$ cat config.mk
export PLATFORM = sky130hd
export DESIGN_NAME = audio_frame_proc
export DESIGN_NICKNAME = d
export VERILOG_FILES = /design/src/rtl/audio_proc_pkg.sv /design/src/rtl/audio_frame_proc_peak_meter.sv /design/src/rtl/audio_frame_proc.sv
export SDC_FILE = /design/constraint.sdc
export NUM_CORES = 1
export LEC_CHECK = 0
export ABC_AREA = 1
export CAP_MARGIN = 10
export CORE_MARGIN = 5
export CORE_UTILIZATION = 49
export DETAILED_ROUTE_END_ITERATION = 6
export GPL_TIMING_DRIVEN = 0
export PLACE_DENSITY = 0.88
export SETUP_SLACK_MARGIN = 0.1
export SLEW_MARGIN = 20
export SYNTH_ARGS = -nofsm -noshare
export SYNTH_HDL_FRONTEND = slang
export SYNTH_HIERARCHICAL = 1
export SYNTH_SLANG_ARGS = --single-unit
export TNS_END_PERCENT = 20
$ cat constraint.sdc
create_clock -name clk_i -period 2.3 [get_ports clk_i]
set_input_delay 0.46 -clock clk_i [delete_from_list [all_inputs] [get_ports clk_i]]
set_output_delay 0.46 -clock clk_i [all_outputs]
set_load 0.01 [all_outputs]
$ cat src/rtl/audio_proc_pkg.sv
// Shared types and constants for the audio frame processor.
// Holds the channel-mode encoding and the peak meter output width.
package audio_proc_pkg;

  typedef enum logic [1:0] {
    MODE_PASS = 2'd0,
    MODE_MUTE = 2'd1,
    MODE_SWAP = 2'd2,
    MODE_MONO = 2'd3
  } mode_e;

  localparam int MODE_COUNT = 4;
  localparam int PEAK_W     = 8;

endpackage

$ cat src/rtl/audio_frame_proc_peak_meter.sv
// One-channel windowed peak meter: saturating magnitude, running max,
// and a latch of the top PEAK_W magnitude bits when the window closes.
module peak_meter
  import audio_proc_pkg::*;
#(
  parameter int width_p = 24
) (
  input  logic                      clk_i,
  input  logic                      reset_i,
  input  logic                      sample_en_i,
  input  logic                      win_close_i,
  input  logic signed [width_p-1:0] sample_i,
  output logic [PEAK_W-1:0]         peak_o
);

  // The most negative code has no positive twin, so it clamps to max positive.
  function automatic logic [width_p-1:0] abs_sat(input logic signed [width_p-1:0] x);
    if (x == {1'b1, {(width_p-1){1'b0}}})
      return {1'b0, {(width_p-1){1'b1}}};
    else if (x < 0)
      return width_p'(-x);
    else
      return width_p'(x);
  endfunction

  logic [width_p-1:0] mag;
  logic [width_p-1:0] max_all;
  logic [width_p-1:0] run_max_q;

  assign mag     = abs_sat(sample_i);
  assign max_all = (mag > run_max_q) ? mag : run_max_q;

  always_ff @(posedge clk_i) begin
    if (reset_i) begin
      run_max_q <= '0;
      peak_o    <= '0;
    end else if (sample_en_i) begin
      if (win_close_i) begin
        peak_o    <= max_all[width_p-2 -: PEAK_W];
        run_max_q <= mag;
      end else begin
        run_max_q <= max_all;
      end
    end
  end

endmodule

$ cat src/rtl/audio_frame_proc.sv
// Multi-channel audio frame processor: channel mode, power-of-two attenuation,
// one-deep output register. Optional peak meter under AUDIO_FRAME_PROC_PEAK_EN.
module audio_frame_proc
  import audio_proc_pkg::*;
#(
  parameter int width_p     = 24,
  parameter int channels_p  = 2,
  parameter int shift_max_p = 7,
  parameter int window_p    = 4096
) (
  input  logic                                 clk_i,
  input  logic                                 reset_i,
  input  logic                                 valid_i,
  output logic                                 ready_o,
  input  logic [channels_p*width_p-1:0]        data_i,
  output logic                                 valid_o,
  input  logic                                 ready_i,
  output logic [channels_p*width_p-1:0]        data_o,
  input  logic                                 mode_step_i,
  input  logic                                 vol_up_i,
  input  logic                                 vol_dn_i,
  output logic [1:0]                           mode_o,
  output logic [$clog2(shift_max_p+1)-1:0]     atten_o,
  output logic [channels_p*PEAK_W-1:0]         peak_o
);

  localparam int LOG_CH = $clog2(channels_p);
  localparam int ATT_W  = $clog2(shift_max_p+1);
  localparam int SUM_W  = width_p + LOG_CH;

  mode_e                         mode_q;
  logic [ATT_W-1:0]              atten_q;
  logic                          accept;
  logic signed [width_p-1:0]     in_s [channels_p];
  logic signed [SUM_W-1:0]       sum;
  logic signed [width_p-1:0]     mono;
  logic signed [width_p-1:0]     sel;
  logic [channels_p*width_p-1:0] proc_flat;
  logic                          vld_p1;
  logic [channels_p*width_p-1:0] data_p1;

  assign ready_o = ~reset_i & (~vld_p1 | ready_i);
  assign accept  = valid_i & ready_o;
  assign valid_o = vld_p1;
  assign data_o  = data_p1;
  assign mode_o  = mode_q;
  assign atten_o = atten_q;

  for (genvar c = 0; c < channels_p; c++) begin : g_unpack
    assign in_s[c] = data_i[c*width_p +: width_p];
  end

  // Control updates land on the same edge as an accept, so that frame uses the old settings.
  always_ff @(posedge clk_i) begin
    if (reset_i) begin
      mode_q  <= MODE_PASS;
      atten_q <= '0;
    end else begin
      if (mode_step_i)
        mode_q <= (mode_q == MODE_MONO) ? MODE_PASS : mode_e'(mode_q + 2'd1);
      if (vol_up_i && !vol_dn_i && atten_q != '0)
        atten_q <= atten_q - 1'b1;
      else if (vol_dn_i && !vol_up_i && atten_q != ATT_W'(shift_max_p))
        atten_q <= atten_q + 1'b1;
    end
  end

  // Stage p0: mode select then attenuation, all combinational from data_i.
  always_comb begin
    sum = '0;
    for (int c = 0; c < channels_p; c++)
      sum = sum + {{LOG_CH{in_s[c][width_p-1]}}, in_s[c]};
    mono      = width_p'(sum >>> LOG_CH);
    sel       = '0;
    proc_flat = '0;
    for (int c = 0; c < channels_p; c++) begin
      case (mode_q)
        MODE_PASS: sel = in_s[c];
        MODE_MUTE: sel = '0;
        MODE_SWAP: sel = in_s[channels_p-1-c];
        default:   sel = mono;
      endcase
      proc_flat[c*width_p +: width_p] = sel >>> atten_q;
    end
  end

  // Stage p1: one-deep output register with valid/ready handshake.
  always_ff @(posedge clk_i) begin
    if (reset_i) begin
      vld_p1  <= 1'b0;
      data_p1 <= '0;
    end else if (accept) begin
      vld_p1  <= 1'b1;
      data_p1 <= proc_flat;
    end else if (ready_i) begin
      vld_p1  <= 1'b0;
    end
  end

`ifdef AUDIO_FRAME_PROC_PEAK_EN
  localparam int CNT_W = (window_p > 1) ? $clog2(window_p) : 1;

  logic [CNT_W-1:0] frame_cnt_q;
  logic             win_close;

  assign win_close = accept && (frame_cnt_q == CNT_W'(window_p-1));

  always_ff @(posedge clk_i) begin
    if (reset_i)
      frame_cnt_q <= '0;
    else if (accept)
      frame_cnt_q <= win_close ? '0 : frame_cnt_q + 1'b1;
  end

  for (genvar c = 0; c < channels_p; c++) begin : g_meter
    peak_meter #(.width_p(width_p)) u_meter (
      .clk_i       (clk_i),
      .reset_i     (reset_i),
      .sample_en_i (accept),
      .win_close_i (win_close),
      .sample_i    (proc_flat[c*width_p +: width_p]),
      .peak_o      (peak_o[c*PEAK_W +: PEAK_W])
    );
  end
`else
  assign peak_o = '0;
`endif

endmodule

==> results_tabular.tex, run 1 <==
\begin{tabular}{lr}
\hline
Metric & Value \\
\hline
\multicolumn{2}{l}{\textbf{Run status}} \\
Result of the run & complete, no violations \\
\multicolumn{2}{l}{\textbf{Timing}} \\
Final hold slack & 0.4906 ns \\
Fraction of the cycle the final worst path needs & 0.9525 \\
Transition at the pin with the smallest max-transition slack & 0.7262 ns \\
Max Clock Skew & 0.01024 ns \\
Max Slew Vio Count & 0 \\
Unrepaired setup endpoints after global routing & true \\
Relative slew slack & 0.5158 \\
Final critical delay including setup and external delays & 2.191 ns \\
Final hold violation count & 0 \\
Final setup vio count & 0 \\
Max Fclk & 456.5 MHz \\
\multicolumn{2}{l}{\textbf{Die}} \\
Starting Density & 0.4934 \\
Die Outline Area & 15570 µm² \\
Core outline area & 13090 µm² \\
Die Ht & 124.8 µm \\
Number of placement rows & 42 \\
Chip width & 124.8 µm \\
Top-Level Pins & 126 \\
\multicolumn{2}{l}{\textbf{Global route}} \\
Overall routing resource usage & 0.2962 \\
Initial antenna violation count & 0 \\
Most utilized layer in the global route result & met2 \\
Wire length of the first global-routing pass & 38210 µm \\
Number of global-route vias before repair & 7977 \\
Global routing usage on met3 & 0.05660 \\
Met2 usage in global routing & 0.4761 \\
Routing usage on met1 & 0.3871 \\
Pin count of the biggest net entering global routing & 16 \\
Overflow after GRT & 0 \\
\multicolumn{2}{l}{\textbf{Clock network}} \\
TritonCTS clock tree & yes \\
Root cell of the clock tree & sky130\_fd\_sc\_hd\_\_clkbuf\_16 \\
Post-CTS Hold Fix Bufs & 0 \\
CTS sink count & 54 \\
Clock latency on the worst-skew pair & 0.31 ns \\
Clock Path Buffers & 2 \\
Maximum level of the CTS H-tree & 2 \\
Clock buffer count from CTS & 5 \\
Clock-pin slew on the worst setup and hold paths & 0.06 ns \\
\multicolumn{2}{l}{\textbf{Cells and area}} \\
Filler Cells Inserted & 1057 \\
Area of combinational cells with multiple inputs & 5797 µm² \\
Most common cell after layout, fill and taps aside & sky130\_fd\_sc\_hd\_\_nand2\_1 \\
Post-layout net count & 1421 \\
Most used cells in the layout excluding fill and tap cells & sky130\_fd\_sc\_hd\_\_nand2\_1 (336), sky130\_fd\_sc\_hd\_\_inv\_1 (165), sky130\_fd\_sc\_hd\_\_nand3\_1 (94) \\
Filler-free cell count of the finished design & 1513 \\
Area taken by flip-flops and latches & 1084 µm² \\
Layout cell share with drive strength beyond 1 & 0.3104 \\
Antenna fix cells & 0 \\
P\&R area growth vs syn & 47.15\% \\
\multicolumn{2}{l}{\textbf{Worst setup path}} \\
CP max FO & 4 \\
Critical Path Sink Type & flip-flop \\
Cell depth of the worst flop-to-flop path & 8 \\
Crit path arrival time & 2.35 ns \\
Critical path origin & data\_i[42] \\
Minimum setup slack among reg-to-reg paths & 0.22 ns \\
Worst setup SP type & primary input \\
Required time at the endpoint of the critical path & 2.46 ns \\
Crit path kind & in -> reg \\
End of the worst register-to-register path & data\_o[4] \\
Launch point of the worst reg-to-reg path & atten\_o[1] \\
\multicolumn{2}{l}{\textbf{Power}} \\
Power per Cell Area & 492.5 nW/µm² \\
Peak supply drop & 0.0003137 V \\
Leak pwr & 4.783 nW \\
\multicolumn{2}{l}{\textbf{Min path}} \\
Hold Path Depth & 2 \\
HP Class & reg -> reg \\
Worst-case hold path end point & data\_o[20] \\
Min-delay src & data\_o[20] \\
\multicolumn{2}{l}{\textbf{Logic synthesis}} \\
Post-synthesis sequential area ratio & 0.1674 \\
Post-synthesis async set-or-reset flop share & 0 \\
Post-Syn Instances & 1175 \\
Warning count from the yosys run & 6 \\
Synth unique cells & 41 \\
Mean post-synth cell area & 5.495 µm² \\
Mapped cell area & 6456 µm² \\
Post-synth EDFFs & 0 \\
Register bit total from synthesis & 54 \\
Top\_reg\_cell synth & sky130\_fd\_sc\_hd\_\_dfxtp\_1 \\
\multicolumn{2}{l}{\textbf{Drt}} \\
Number of nets with antenna violations after detailed routing & 0 \\
Drt first pass iters & 6 \\
Ratio of routed vias to standard cells & 5.849 \\
Wire per inst & 17.08 µm \\
DR DRC count & 0 \\
Wire length reported by the detailed router & 25840 µm \\
Starting DRC count in detailed routing & 1062 \\
Total number of vias & 8849 \\
\multicolumn{2}{l}{\textbf{Run}} \\
Total of max-cap violations & 0 \\
\multicolumn{2}{l}{\textbf{Placement}} \\
Routability congestion estimate & 0.9819 \\
Cells after DPL & 1474 \\
HPWL reported at the end of detailed placement & 18620 µm \\
Count of buffers inserted at the top-level ports & 108 \\
\hline
\end{tabular}
-- timing repair --
| action | CTS | global route |
|---|---|---|
| gates resized for setup | 211 | 286 |
| setup endpoints to repair | 48 | 47 |
| pin swaps | 61 | 103 |
| setup buffers | 20 | 12 |
| endpoints found under the hold margin | 0 | 0 |
-- area by class of cell --
cell class,instances,share of cell area
multi-input combinational,888,0.6102
clock inverter,1,0.003161
timing repair buffer,140,0.1202
clock buffer,6,0.01462
inverter,177,0.07020
tap,176,0.02318
buffer,71,0.04438
sequential,54,0.1141
-- through the flow --
step                power [W]  setup TNS, ns    util  area, µm²  setup slack [ns]
finish               0.004679              0  0.7260       9500            0.1093
global route         0.004929       -0.01002  0.7260       9500          -0.01002
CTS                  0.004255              0  0.6675       8735           0.09059
detailed placement   0.003145         -37.98  0.5972       7814           -0.9474
global placement     0.003122         -36.77  0.5972       7814           -0.9069
floorplan            0.002459              0       -       6513            0.1336
-- worst max-delay path, cell delays in order --
cell	delay, ns
sky130_fd_sc_hd__clkdlybuf4s15_1	0.23
sky130_fd_sc_hd__ha_4	0.34
sky130_fd_sc_hd__nand2_4	0.08
sky130_fd_sc_hd__nor2_4	0.14
sky130_fd_sc_hd__and2_4	0.19
sky130_fd_sc_hd__nand3b_4	0.09
sky130_fd_sc_hd__nand3_1	0.10
sky130_fd_sc_hd__nand2_2	0.07
sky130_fd_sc_hd__nand3_4	0.09
sky130_fd_sc_hd__nand3_2	0.09
sky130_fd_sc_hd__nand2_2	0.11
sky130_fd_sc_hd__nand2_1	0.07
sky130_fd_sc_hd__nand2_1	0.08
sky130_fd_sc_hd__nor2_1	0.05
sky130_fd_sc_hd__nor2_1	0.10
sky130_fd_sc_hd__nor2_1	0.05
-- worst max path at each step --
stage / endpoint / cells after the start
6_report: data_o[38] / 16
3_3_place_gp: data_o[33] / 15
2_1_floorplan: data_o[38] / 18
4_1_cts: data_o[15] / 17
5_1_grt: data_o[18] / 16
3_5_place_dp: data_o[33] / 15
-- sequential cells by signal, indices dropped and copies added, names as in the netlist --
name     count
data_o      48
valid_o      1
atten_o      3
mode_o       2
-- cell usage after synthesis (11+ instances only) --
master	number	area, µm²
sky130_fd_sc_hd__a21oi_1	41	205.2
sky130_fd_sc_hd__clkbuf_1	21	78.83
sky130_fd_sc_hd__buf_2	21	105.1
sky130_fd_sc_hd__nand2_1	433	1625
sky130_fd_sc_hd__ha_1	27	337.8
sky130_fd_sc_hd__dfxtp_1	54	1081
sky130_fd_sc_hd__inv_1	175	656.9
sky130_fd_sc_hd__a31oi_1	11	68.82
sky130_fd_sc_hd__nor2_1	39	146.4
sky130_fd_sc_hd__nand3_2	11	110.1
sky130_fd_sc_hd__a22oi_1	12	90.09
sky130_fd_sc_hd__nand3_1	167	835.8
sky130_fd_sc_hd__o22ai_1	48	300.3
sky130_fd_sc_hd__buf_4	20	150.1
sky130_fd_sc_hd__o21ai_0	22	110.1
-- routing by layer --
metal / part of all wire / vias up
li1: - / 4079
met1: 0.38 / 4003
met2: 0.45 / 633
met3: 0.11 / 134
met4: 0.050 / 0
met5: 0 / -
-- cells by family after synthesis --
family          after synthesis  synth area share
other cells                   1         0.0005808
mux                           1          0.001550
fa+ha+maj                    29           0.05853
buf+inv                     248            0.1605
xor+xnor                      1          0.001357
compound gates              149            0.1364
flops                        54            0.1674
simple gates                692            0.4736
-- power breakdown --
part           leakage [nW]  switching (W)  internal, W
Clock                0.0829       0.000354     0.000538
Combinational          4.26        0.00166      0.00105
Sequential            0.444      0.0000564      0.00103
Total                  4.78        0.00207      0.00261
No activity file was read; power rests on OpenSTA's default activity.
==> run 2, diff against run 1 <==
--- a/config.mk
+++ b/config.mk
@@ -8,10 +8,11 @@
 export ABC_AREA = 1
 export CAP_MARGIN = 10
 export CORE_MARGIN = 5
-export CORE_UTILIZATION = 49
+export CORE_UTILIZATION = 54
+export CTS_BUF_LIST = sky130_fd_sc_hd__clkbuf_8 sky130_fd_sc_hd__clkbuf_16
 export DETAILED_ROUTE_END_ITERATION = 6
 export GPL_TIMING_DRIVEN = 0
-export PLACE_DENSITY = 0.88
+export PLACE_DENSITY = 0.92
 export SETUP_SLACK_MARGIN = 0.1
 export SLEW_MARGIN = 20
 export SYNTH_ARGS = -nofsm -noshare
==> constraint.sdc (replaced) <==
create_clock -name clk_i -period 2.2 [get_ports clk_i]
set_input_delay 0.44 -clock clk_i [delete_from_list [all_inputs] [get_ports clk_i]]
set_output_delay 0.44 -clock clk_i [all_outputs]
set_load 0.01 [all_outputs]
==> results_tabular.tex, run 2 (same netlist as run 1, synthesis figures left out) <==
\begin{tabular}{lr}
\hline
Metric & Value \\
\hline
\multicolumn{2}{l}{\textbf{Run status}} \\
Result of the run & finished, violations left \\
Violated checks & setup timing \\
\multicolumn{2}{l}{\textbf{Drt}} \\
Number of nets with antenna violations after detailed routing & 0 (unchanged) \\
Total number of vias & 9240 (+4.4\%) \\
Starting DRC count in detailed routing & 1453 (+37\%) \\
Drt first pass iters & 6 (unchanged) \\
Wire length reported by the detailed router & 28130 µm (+8.9\%) \\
Wire per inst & 18.87 µm (+10\%) \\
Ratio of routed vias to standard cells & 6.197 (+6.0\%) \\
DR DRC count & 0 (unchanged) \\
\multicolumn{2}{l}{\textbf{Global route}} \\
Initial antenna violation count & 0 (unchanged) \\
Number of global-route vias before repair & 8319 (+4.3\%) \\
Overflow after GRT & 0 (unchanged) \\
Wire length of the first global-routing pass & 39580 µm (+3.6\%) \\
Overall routing resource usage & 0.3359 (+0.03968) \\
Pin count of the biggest net entering global routing & 17 (+1) \\
\multicolumn{2}{l}{\textbf{Placement}} \\
Cells after DPL & 1445 (-2.0\%) \\
Routability congestion estimate & 0.9725 (-0.96\%) \\
HPWL reported at the end of detailed placement & 18190 µm (-2.3\%) \\
Count of buffers inserted at the top-level ports & 108 (unchanged) \\
Placed Instance Area & 7785 µm² (-0.37\%) \\
\multicolumn{2}{l}{\textbf{Die}} \\
Top-Level Pins & 126 (unchanged) \\
Chip width & 119.3 µm (-4.4\%) \\
Number of placement rows & 40 (-4.8\%) \\
Die Ht & 119.3 µm (-4.4\%) \\
Die Outline Area & 14240 µm² (-8.5\%) \\
Core outline area & 11860 µm² (-9.4\%) \\
Starting Density & 0.5443 (+0.05090) \\
\multicolumn{2}{l}{\textbf{Worst setup path}} \\
Required time at the endpoint of the critical path & 2.39 ns (-0.07 ns) \\
Cell depth of the worst flop-to-flop path & 14 (+6) \\
Worst setup SP type & primary input \\
End of the worst register-to-register path & data\_o[32] \\
Crit path arrival time & 2.44 ns (+0.09 ns) \\
Critical Path Sink Type & flip-flop \\
CP max FO & 4 (unchanged) \\
Launch point of the worst reg-to-reg path & mode\_o[0] \\
Minimum setup slack among reg-to-reg paths & 0.07 ns (-0.15 ns) \\
Crit path kind & in -> reg \\
\multicolumn{2}{l}{\textbf{Timing}} \\
Final critical delay including setup and external delays & 2.242 ns \\
Fraction of the cycle the final worst path needs & 1.019 \\
Final-layout setup total negative slack & -0.05432 ns (-0.05432 ns) \\
Post-route worst setup slack & -0.04216 ns (-0.1515 ns) \\
Max Slew Vio Count & 0 (unchanged) \\
Final hold violation count & 0 (unchanged) \\
Relative slew slack & 0.3551 (-0.1607) \\
Max Clock Skew & 0.004842 ns (-0.005403 ns) \\
Final setup vio count & 3 (+3) \\
Max Fclk & 446.0 MHz \\
Unrepaired setup endpoints after global routing & true \\
Transition at the pin with the smallest max-transition slack & 0.9673 ns (+0.2410 ns) \\
\multicolumn{2}{l}{\textbf{Min path}} \\
Min-delay src & data\_o[20] \\
HP Class & reg -> reg \\
Worst-case hold path end point & data\_o[20] \\
Hold Path Depth & 2 (unchanged) \\
\multicolumn{2}{l}{\textbf{Cells and area}} \\
Most used cells in the layout excluding fill and tap cells & sky130\_fd\_sc\_hd\_\_nand2\_1 (304), sky130\_fd\_sc\_hd\_\_inv\_1 (158), sky130\_fd\_sc\_hd\_\_nand2\_2 (110) \\
Filler-free cell count of the finished design & 1491 (-1.5\%) \\
Flip-flop count of the largest register after layout & 48 (unchanged) \\
Most common cell after layout, fill and taps aside & sky130\_fd\_sc\_hd\_\_nand2\_1 \\
Post-layout net count & 1427 (+0.42\%) \\
Antenna fix cells & 0 (unchanged) \\
Final Core Density & 0.8365 (+0.1105) \\
Layout cell share with drive strength beyond 1 & 0.3772 (+0.06684) \\
P\&R area growth vs syn & 53.68\% \\
Post-route cell area & 9922 µm² (+4.4\%) \\
\multicolumn{2}{l}{\textbf{Power}} \\
Fraction of power spent switching nets & 0.4555 (+0.01374) \\
Sequential share of power & 0.222 (-0.010) \\
Net switching power figure & 0.002327 W (+13\%) \\
Part of the power in the clock network & 0.178 (-0.013) \\
Peak supply drop & 0.0003976 V (+27\%) \\
Combinational Power Share & 0.600 (+0.023) \\
Design internal power & 0.002782 W (+6.5\%) \\
Leak pwr & 4.911 nW (+2.7\%) \\
Power per Cell Area & 514.9 nW/µm² (+4.6\%) \\
\multicolumn{2}{l}{\textbf{Clock network}} \\
Maximum level of the CTS H-tree & 2 (unchanged) \\
Clock Path Buffers & 2 (unchanged) \\
Clock-pin slew on the worst setup and hold paths & 0.07 ns (about the same) \\
Root cell of the clock tree & sky130\_fd\_sc\_hd\_\_clkbuf\_16 \\
TritonCTS clock tree & yes \\
Clock latency on the worst-skew pair & 0.29 ns (-0.02 ns) \\
CTS sink count & 54 (unchanged) \\
Clock buffer count from CTS & 5 (unchanged) \\
\multicolumn{2}{l}{\textbf{Run}} \\
Total of max-cap violations & 0 (unchanged) \\
\hline
\end{tabular}
[run 2: cell types whose count changed in the layout (fill, tap and decap cells not counted), sizes merged]
cell	delta
clkinvlp	+1
dlygate4sd2	-4
inv	+1
buf	+34
clkbuf	-25
[run 2: layout make-up]
class                   count  area, µm²
clock inverters             3      41.29
repair buffers            146       1216
clock buffers               5      125.1
multi-input cells         888       6160
inverters                 177      674.4
plain buffers              71      437.9
fillers                   724       1939
flip-flops and latches     54       1084
well taps                 147      183.9
[run 2: repair_timing]
item | 4_1_cts | 5_1_grt
hold endpoints to repair | 0 | 0
hold buffers | 0 | 0
setup endpoints to repair | 50 | 51
gates resized for setup | 342 | 301
pin swaps | 86 | 150
setup buffers | 27 | 11
[run 2: critical path: stages]
cell                      delay (ns)
sky130_fd_sc_hd__buf_2          0.14
sky130_fd_sc_hd__ha_4           0.27
sky130_fd_sc_hd__nand2_4        0.11
sky130_fd_sc_hd__inv_1          0.05
sky130_fd_sc_hd__nand2_1        0.08
sky130_fd_sc_hd__nand2_2        0.09
sky130_fd_sc_hd__nand2_1        0.08
sky130_fd_sc_hd__nand2_1        0.07
sky130_fd_sc_hd__nand2_2        0.10
sky130_fd_sc_hd__nand4_1        0.17
sky130_fd_sc_hd__nand3_4        0.15
sky130_fd_sc_hd__nand3_2        0.10
sky130_fd_sc_hd__nand2_1        0.10
sky130_fd_sc_hd__nand2_1        0.08
sky130_fd_sc_hd__nand3_1        0.12
sky130_fd_sc_hd__nand3_1        0.11
sky130_fd_sc_hd__nand2_1        0.09
sky130_fd_sc_hd__inv_1          0.05
[run 2: worst max-delay path by stage]
stage / to / from / slack, ns / cells past startpoint
after floorplan: data_o[9] / data_i[1] / 0.11 / 14
after global placement: data_o[29] / data_i[1] / -0.86 / 17
after detailed placement: data_o[29] / data_i[1] / -0.88 / 17
after CTS: data_o[3] / ready_i / 0.05 / 8
after global routing: data_o[42] / data_i[46] / -0.14 / 16
final: data_o[42] / data_i[7] / -0.04 / 18
[run 2: per-layer routing]
metal | up-vias | GRT usage | share of wire
li1 | 4104 | - | -
met2 | 767 | 0.5715 | 0.47
met4 | 0 | 0.1353 | 0.057
met1 | 4186 | 0.4251 | 0.36
met3 | 183 | 0.04938 | 0.11
met5 | - | 0 | 0
[run 2: power groups by stage]
stage / Sequential (W) / Clock (W) / Combinational [W]
floorplan: 0.00119 / 0 / 0.00138
global placement: 0.00115 / 0 / 0.00211
finish: 0.00113 / 0.000908 / 0.00307
detailed placement: 0.00115 / 0 / 0.00213
CTS: 0.00113 / 0.000887 / 0.00250
global route: 0.00114 / 0.000938 / 0.00325
[run 2: per-stage QoR]
stage	total power, W	worst slack, ns	hold slack [ns]
6_report	0.005109	-0.04216	0.4864
3_5_place_dp	0.003281	-0.8767	0.4792
3_3_place_gp	0.003259	-0.8586	0.4745
5_1_grt	0.005335	-0.1426	0.5059
4_1_cts	0.004522	0.05266	0.4895
2_1_floorplan	0.002573	0.1086	0.5096
==> run 3, diff against run 2 <==
--- a/config.mk
+++ b/config.mk
@@ -14,7 +14,7 @@
 export GPL_TIMING_DRIVEN = 0
 export PLACE_DENSITY = 0.92
 export SETUP_SLACK_MARGIN = 0.1
-export SLEW_MARGIN = 20
+export SLEW_MARGIN = 30
 export SYNTH_ARGS = -nofsm -noshare
 export SYNTH_HDL_FRONTEND = slang
 export SYNTH_HIERARCHICAL = 1
==> results of run 3 <==
Final layout, timing and power as in run 2 (identical DEF).
